$ cat config.mk
export PLATFORM = sky130hd
export DESIGN_NAME = layer_lut_sequencer_flat
export DESIGN_NICKNAME = d
export VERILOG_FILES = /design/src/rtl/layer_lut_sequencer_if.sv /design/src/rtl/layer_lut_sequencer.sv /design/src/flat_wrapper.sv
export SDC_FILE = /design/constraint.sdc
export NUM_CORES = 2
export LEC_CHECK = 0
export CORE_ASPECT_RATIO = 0.75
export CORE_UTILIZATION = 30
export DETAILED_ROUTE_END_ITERATION = 6
export GPL_ROUTABILITY_DRIVEN = 0
export GPL_TIMING_DRIVEN = 0
export PLACE_DENSITY = 0.43
export SYNTH_ARGS = -nofsm -noshare
export SYNTH_HDL_FRONTEND = slang
export SYNTH_SLANG_ARGS = --single-unit
$ cat constraint.sdc
create_clock -name clk -period 4.4 [get_ports clk]
set_input_delay 0.88 -clock clk [delete_from_list [all_inputs] [get_ports clk]]
set_output_delay 0.88 -clock clk [all_outputs]
set_load 0.02 [all_outputs]
$ cat src/rtl/layer_lut_sequencer_if.sv
// Frame in/out handshakes and config port of the layer LUT sequencer.
// master drives frames and config; slave is the sequencer.
interface layer_lut_sequencer_if #(
    parameter int N_IN      = 32,
    parameter int N_NEURONS = 16,
    parameter int FANIN     = 6
);
    localparam int AW  = $clog2(N_NEURONS);
    localparam int TTW = 2 ** FANIN;

    logic [N_IN-1:0]      in_data;
    logic                 in_valid;
    logic                 in_ready;
    logic [N_NEURONS-1:0] out_data;
    logic                 out_valid;
    logic                 out_ready;
    logic                 cfg_we;
    logic                 cfg_sel;
    logic [AW-1:0]        cfg_addr;
    logic [TTW-1:0]       cfg_data;
    logic                 cfg_ready;

    modport master (
        output in_data, in_valid,
        input  in_ready,
        input  out_data, out_valid,
        output out_ready,
        output cfg_we, cfg_sel, cfg_addr, cfg_data,
        input  cfg_ready
    );

    modport slave (
        input  in_data, in_valid,
        output in_ready,
        output out_data, out_valid,
        input  out_ready,
        input  cfg_we, cfg_sel, cfg_addr, cfg_data,
        output cfg_ready
    );
endinterface

$ cat src/rtl/layer_lut_sequencer.sv
// Shared 6-input LUT evaluating one neuron of a layer per cycle.
// Define LUT_SEQ_FRAME_CNT_EN to build the saturating frame counter.
module layer_lut_sequencer #(
    parameter int N_IN      = 32,
    parameter int N_NEURONS = 16,
    parameter int FANIN     = 6,
    parameter int IDXW      = 5
) (
    input  logic                 clk,
    input  logic                 rst_n,
    layer_lut_sequencer_if.slave bus,
    output logic [31:0]          frame_cnt
);
    localparam int TTW = 2 ** FANIN;
    localparam int FW  = FANIN * IDXW;
    localparam int KW  = $clog2(N_NEURONS);

    typedef enum logic [1:0] {IDLE, EVAL, DONE} state_t;

    state_t                        state_q, state_d;
    logic [N_NEURONS-1:0][TTW-1:0] tt_q, tt_d;
    logic [N_NEURONS-1:0][FW-1:0]  fidx_q, fidx_d;
    logic [N_IN-1:0]               in_reg_q, in_reg_d;
    logic [N_NEURONS-1:0]          out_data_q, out_data_d;
    logic [KW-1:0]                 k_q, k_d;
    logic [FANIN-1:0]              lut_addr;
    logic [IDXW-1:0]               idx;
    logic                          last_k;

    assign last_k       = (k_q == KW'(N_NEURONS - 1));
    assign bus.out_data = out_data_q;

    // State, tables, latched frame and result register
    always_ff @(posedge clk) begin
        if (!rst_n) begin
            state_q    <= IDLE;
            tt_q       <= '0;
            fidx_q     <= '0;
            in_reg_q   <= '0;
            out_data_q <= '0;
            k_q        <= '0;
        end else begin
            state_q    <= state_d;
            tt_q       <= tt_d;
            fidx_q     <= fidx_d;
            in_reg_q   <= in_reg_d;
            out_data_q <= out_data_d;
            k_q        <= k_d;
        end
    end

    // Next state: accept, sweep all neurons, hold until taken
    always_comb begin
        state_d = state_q;
        unique case (state_q)
            IDLE:    if (bus.in_valid) state_d = EVAL;
            EVAL:    if (last_k) state_d = DONE;
            DONE:    if (bus.out_ready) state_d = IDLE;
            default: state_d = IDLE;
        endcase
    end

    // Handshake outputs decoded from state
    always_comb begin
        bus.in_ready  = 1'b0;
        bus.cfg_ready = 1'b0;
        bus.out_valid = 1'b0;
        unique case (1'b1)
            (state_q == IDLE): begin
                bus.in_ready  = 1'b1;
                bus.cfg_ready = 1'b1;
            end
            (state_q == DONE): bus.out_valid = 1'b1;
            default: ;
        endcase
    end

    // Gather the current neuron's fan-in bits into the LUT address
    always_comb begin
        lut_addr = '0;
        idx      = '0;
        for (int i = 0; i < FANIN; i++) begin
            idx = fidx_q[k_q][i*IDXW +: IDXW];
            lut_addr[i] = (int'(idx) < N_IN) ? in_reg_q[idx] : 1'b0;
        end
    end

    // Config writes and frame latch in IDLE; one LUT lookup per EVAL cycle
    always_comb begin
        tt_d       = tt_q;
        fidx_d     = fidx_q;
        in_reg_d   = in_reg_q;
        out_data_d = out_data_q;
        k_d        = k_q;
        if (state_q == IDLE) begin
            if (bus.cfg_we && int'(bus.cfg_addr) < N_NEURONS) begin
                if (bus.cfg_sel) fidx_d[bus.cfg_addr] = bus.cfg_data[FW-1:0];
                else             tt_d[bus.cfg_addr]   = bus.cfg_data;
            end
            if (bus.in_valid) begin
                in_reg_d = bus.in_data;
                k_d      = '0;
            end
        end
        if (state_q == EVAL) begin
            out_data_d[k_q] = tt_q[k_q][lut_addr];
            k_d = last_k ? '0 : k_q + 1'b1;
        end
    end

`ifdef LUT_SEQ_FRAME_CNT_EN
    logic [31:0] frame_cnt_q, frame_cnt_d;

    // Count delivered frames, sticking at all-ones
    always_comb begin
        frame_cnt_d = frame_cnt_q;
        if (bus.out_valid && bus.out_ready && frame_cnt_q != 32'hFFFF_FFFF)
            frame_cnt_d = frame_cnt_q + 32'd1;
    end

    // Frame counter register
    always_ff @(posedge clk) begin
        if (!rst_n) frame_cnt_q <= '0;
        else        frame_cnt_q <= frame_cnt_d;
    end

    assign frame_cnt = frame_cnt_q;
`else
    assign frame_cnt = 32'd0;
`endif
endmodule

$ cat src/flat_wrapper.sv
// flat-port wrapper written by rule: the top's interface ports become plain ports
module layer_lut_sequencer_flat 
#(
    parameter int N_IN      = 32,
    parameter int N_NEURONS = 16,
    parameter int FANIN     = 6,
    parameter int IDXW      = 5
)
  (clk, rst_n, frame_cnt, bus_in_data, bus_in_valid, bus_in_ready, bus_out_data, bus_out_valid, bus_out_ready, bus_cfg_we, bus_cfg_sel, bus_cfg_addr, bus_cfg_data, bus_cfg_ready);
  layer_lut_sequencer_if #(.N_IN(N_IN), .N_NEURONS(N_NEURONS), .FANIN(FANIN)) bus_i ();
  input  logic clk;
  input  logic rst_n;
  output logic [31:0] frame_cnt;
  input wire logic [$bits(bus_i.in_data)-1:0] bus_in_data;
  input wire logic [$bits(bus_i.in_valid)-1:0] bus_in_valid;
  output wire logic [$bits(bus_i.in_ready)-1:0] bus_in_ready;
  output wire logic [$bits(bus_i.out_data)-1:0] bus_out_data;
  output wire logic [$bits(bus_i.out_valid)-1:0] bus_out_valid;
  input wire logic [$bits(bus_i.out_ready)-1:0] bus_out_ready;
  input wire logic [$bits(bus_i.cfg_we)-1:0] bus_cfg_we;
  input wire logic [$bits(bus_i.cfg_sel)-1:0] bus_cfg_sel;
  input wire logic [$bits(bus_i.cfg_addr)-1:0] bus_cfg_addr;
  input wire logic [$bits(bus_i.cfg_data)-1:0] bus_cfg_data;
  output wire logic [$bits(bus_i.cfg_ready)-1:0] bus_cfg_ready;
  assign bus_i.in_data = bus_in_data;
  assign bus_i.in_valid = bus_in_valid;
  assign bus_in_ready = bus_i.in_ready;
  assign bus_out_data = bus_i.out_data;
  assign bus_out_valid = bus_i.out_valid;
  assign bus_i.out_ready = bus_out_ready;
  assign bus_i.cfg_we = bus_cfg_we;
  assign bus_i.cfg_sel = bus_cfg_sel;
  assign bus_i.cfg_addr = bus_cfg_addr;
  assign bus_i.cfg_data = bus_cfg_data;
  assign bus_cfg_ready = bus_i.cfg_ready;
  layer_lut_sequencer #(.N_IN(N_IN), .N_NEURONS(N_NEURONS), .FANIN(FANIN), .IDXW(IDXW)) u_core (.clk(clk), .rst_n(rst_n), .bus(bus_i), .frame_cnt(frame_cnt));
endmodule
==> impl_metrics.csv <==
group,metric,value,unit
power_and_ir_drop,p_leak,25.84,nW
sta,setup-violations-final,16,
clock_network,cts_made_buffers,179,
grt,use_met1,0.4367,
final_layout,fillers,23070,
floorplan,initial_core_util,0.3033,
clock_network,clk-insertion-delay-late,0.88,ns
grt,grt_pass1_wl,490400,um
grt,track_usage,0.3030,
synth,synth_top_area_share,0.4536,
sta,setup_ws,-0.7556,ns
sta,fin_tns_setup,-11.49,ns
routing,vias_per_cell,5.638,
sta,finClkSkew,0.07471,ns
grt,grt_max_degree,14,
clock_network,cts-root-buf,"clkbuf_16",
flow_run,cap_violations,2,
synth,synth_warnings,0,
synth,syn_inst,8134,
routing,drc,0,
routing,ant_nets,0,
sta,rsz0062_at_grt,"yes",
grt,antenna_found_initial,34,
routing,totalWireLength,361100,um
floorplan,dieHeight,416.6,um
power_and_ir_drop,ir_drop,269.7,uV
synth,synth-edff-count,0,
final_layout,layout.nets,8679,
synth,yosysUniqueCellTypes,78,
grt,grt.met2_usage,0.4179,
critical_path,cp-start-kind,"flip-flop",
status,status,"complete, but fails checks",
critical_path,worstSetupEndpointType,"flip-flop",
grt,grt_pass1_vias,60170,
floorplan,die_w,554.8,um
sta,period_needed,5.156,ns
power_and_ir_drop,p_sw_frac,0.2653,
power_and_ir_drop,clock_power_share,0.474,
power_and_ir_drop,power_frac_comb,0.083,
synth,syn_area_per_cell,8.454,um^2
status,violations,"max-capacitance violations, max-slew violations, negative setup slack",
sta,slew_headroom,-0.05643,
synth,synth_seq_cells,1558,
critical_path,critical_path_arrival,5.91,ns
power_and_ir_drop,p_total,32.28,mW
clock_network,clk_pin_slew,0.06,ns
floorplan,io_pins,157,
synth,synth-main-ff-cell,"dfxtp_1",
sta,worst_pin_slew,1.585,ns
floorplan,core,226700,um^2
critical_path,cp_max_fo,10,
clock_network,cts.sinks,1558,
clock_network,cts_max_level,4,
final_layout,layout_commonest_cell,"nand2_1",
critical_path,worst-setup-path-type,"reg -> reg",
sta,fin_crit_sh,1.172,
power_and_ir_drop,seqPwrFrac,0.443,
final_layout,drive_gt1_frac,0.1394,
grt,grt_overflow,0,
synth,yosys.area.top_type,"dfxtp_1",
critical_path,cp.required,5.16,ns
floorplan,std_cell_rows,151,
min_path,hold_class,"in -> reg",
routing,wl_per_cell,30.89,um
grt,busiest_layer,"met1",
synth,synthesis.area,68760,um^2
sta,slew_viol_final,22,
floorplan,die_area,231200,um^2
clock_network,clock_path_buffers,4,
power_and_ir_drop,p_int,23.72,mW
synth,synthTopCellsByArea,"dfxtp_1, nand2_1, mux4_2, a21oi_1, clkbuf_1",
clock_network,cts_tree,"yes",
routing,dr.first_iter.drc_count,8841,
place,portBuffers,87,
sta,max_clock_freq,194.0,MHz
sta,hold_viol_final,0,
power_and_ir_drop,p_switching,8.567,mW
sta,whs,0.3830,ns
synth,async_flop_share,0,
routing,firstDrtPassIters,6,
power_and_ir_drop,power_density,389.5,nW/um^2
synth,ys_seq_area_frac,0.4536,
routing,vias,65900,
place,hpwl,256400,um
final_layout,layout_common_cells,"nand2_1, dfxtp_1, a21oi_1",
grt,gr-usage-met3,0.09501,
final_layout,area_growth_syn_to_layout,20.54,%
power groups by stage:
stage / registers [mW] / clock network, mW / logic (mW)
finish: 14.3 / 15.3 / 2.68
global route: 14.3 / 15.9 / 2.71
CTS: 14.3 / 15.4 / 2.57
detailed placement: 14.6 / 0 / 2.33
global placement: 14.6 / 0 / 2.31
floorplan: 14.6 / 0 / 1.13
per-stage QoR:
| step | instance area (um^2) | std cells | util | setup slack, ns |
|---|---|---|---|---|
| after global placement | 73510 | 11240 | 0.3242 | -4.762 |
| after floorplan | 68910 | 8165 | - | 0.006620 |
| after global routing | 82870 | 11680 | 0.3655 | -0.7687 |
| after CTS | 82560 | 11660 | 0.3641 | -0.5430 |
| final | 82890 | 11690 | 0.3656 | -0.7556 |
| after detailed placement | 74030 | 11260 | 0.3265 | -3.685 |
worst max-delay path: stages (launching register included):
cell and delay, ns:
dfxtp_1 0.31, buf_6 0.15, buf_12 0.16, nor2b_1 0.25, buf_1 0.86, a221oi_4 0.19, buf_4 0.21, a311o_1 0.35
nor4_4 0.38, or3_4 0.24, nor2_4 0.06, buf_12 0.15, nand4b_1 0.08, nand4_1 0.68, o22ai_2 0.47, o31ai_4 0.13
buf_6 0.15, o211ai_1 0.17
synth_stat cells (6+ instances only):
master / n
nand2_1: 3177
dfxtp_1: 1558
a21oi_1: 1550
clkbuf_1: 678
mux4_2: 468
nand3_1: 77
nor2_1: 67
buf_2: 65
buf_4: 51
mux2i_1: 47
o21ai_0: 36
a211oi_1: 27
nand4_1: 24
buf_1: 23
mux2_2: 17
nor3_1: 17
o211ai_1: 17
nor2b_1: 16
and3_1: 15
and2_1: 13
a22o_1: 11
buf_6: 10
nand3_2: 10
nand2b_1: 8
nor4_1: 8
o211ai_2: 8
a221oi_1: 7
inv_1: 7
a21boi_0: 6
o2111ai_1: 6
or3_1: 6
final timing paths:
| check | startpoint | to | slack, ns | cells past startpoint |
|---|---|---|---|---|
| worst max-delay path | u_core.k_q[2] | u_core.bus.out_data[0] | -0.76 | 17 |
| worst min register to register | u_core.fidx_q[305] | u_core.fidx_q[305] | 0.45 | 2 |
| worst min-delay path | bus_cfg_data[63] | u_core.tt_q[831] | 0.38 | 3 |
| worst max register to register | u_core.k_q[2] | u_core.bus.out_data[0] | -0.76 | 17 |
cells by family after synthesis:
kind of cell,count (synthesis),share of synthesized area
AOI/OAI and AO/OA,1729,0.1331
buffers and inverters,841,0.05133
other,1,0.00005453
and+or+nand+nor,3462,0.1964
DFF,1558,0.4536
adders and majority gates,4,0.0007278
muxes,539,0.1649
metal layers:
metal	routed length [um]	vias to the layer above
met5	307	-
li1	-	28400
met2	143700	3842
met1	158500	32990
met3	44370	654
met4	14240	16
cell type report:
type | count | area [um^2] | area share
diodes | 10 | 25.02 | 0.0003019
plain buffers | 827 | 4721 | 0.05695
clock buffers | 272 | 5354 | 0.06459
clock inverters | 36 | 411.6 | 0.004966
inverters | 10 | 38.79 | 0.0004679
multi-input cells | 5766 | 34890 | 0.4209
flip-flops and latches | 1558 | 31190 | 0.3763
well taps | 2983 | 3732 | 0.04503
repair buffers | 227 | 2522 | 0.03043
what timing repair did:
action,in CTS,in global routing
pin swaps,43,17
hold endpoints to repair,0,0
resized for setup,462,43
cloned,5,0
setup endpoints to repair,59,34
buffers inserted,90,23
hold buffers,0,0
registers in the layout, summed over array words and instances, names as in the netlist:
name                 count
u_core.state_q           2
u_core.in_reg_q         32
u_core.k_q               4
u_core.fidx_q          480
u_core.bus.out_data     16
u_core.tt_q           1024
(Power assumes the default switching activity.)
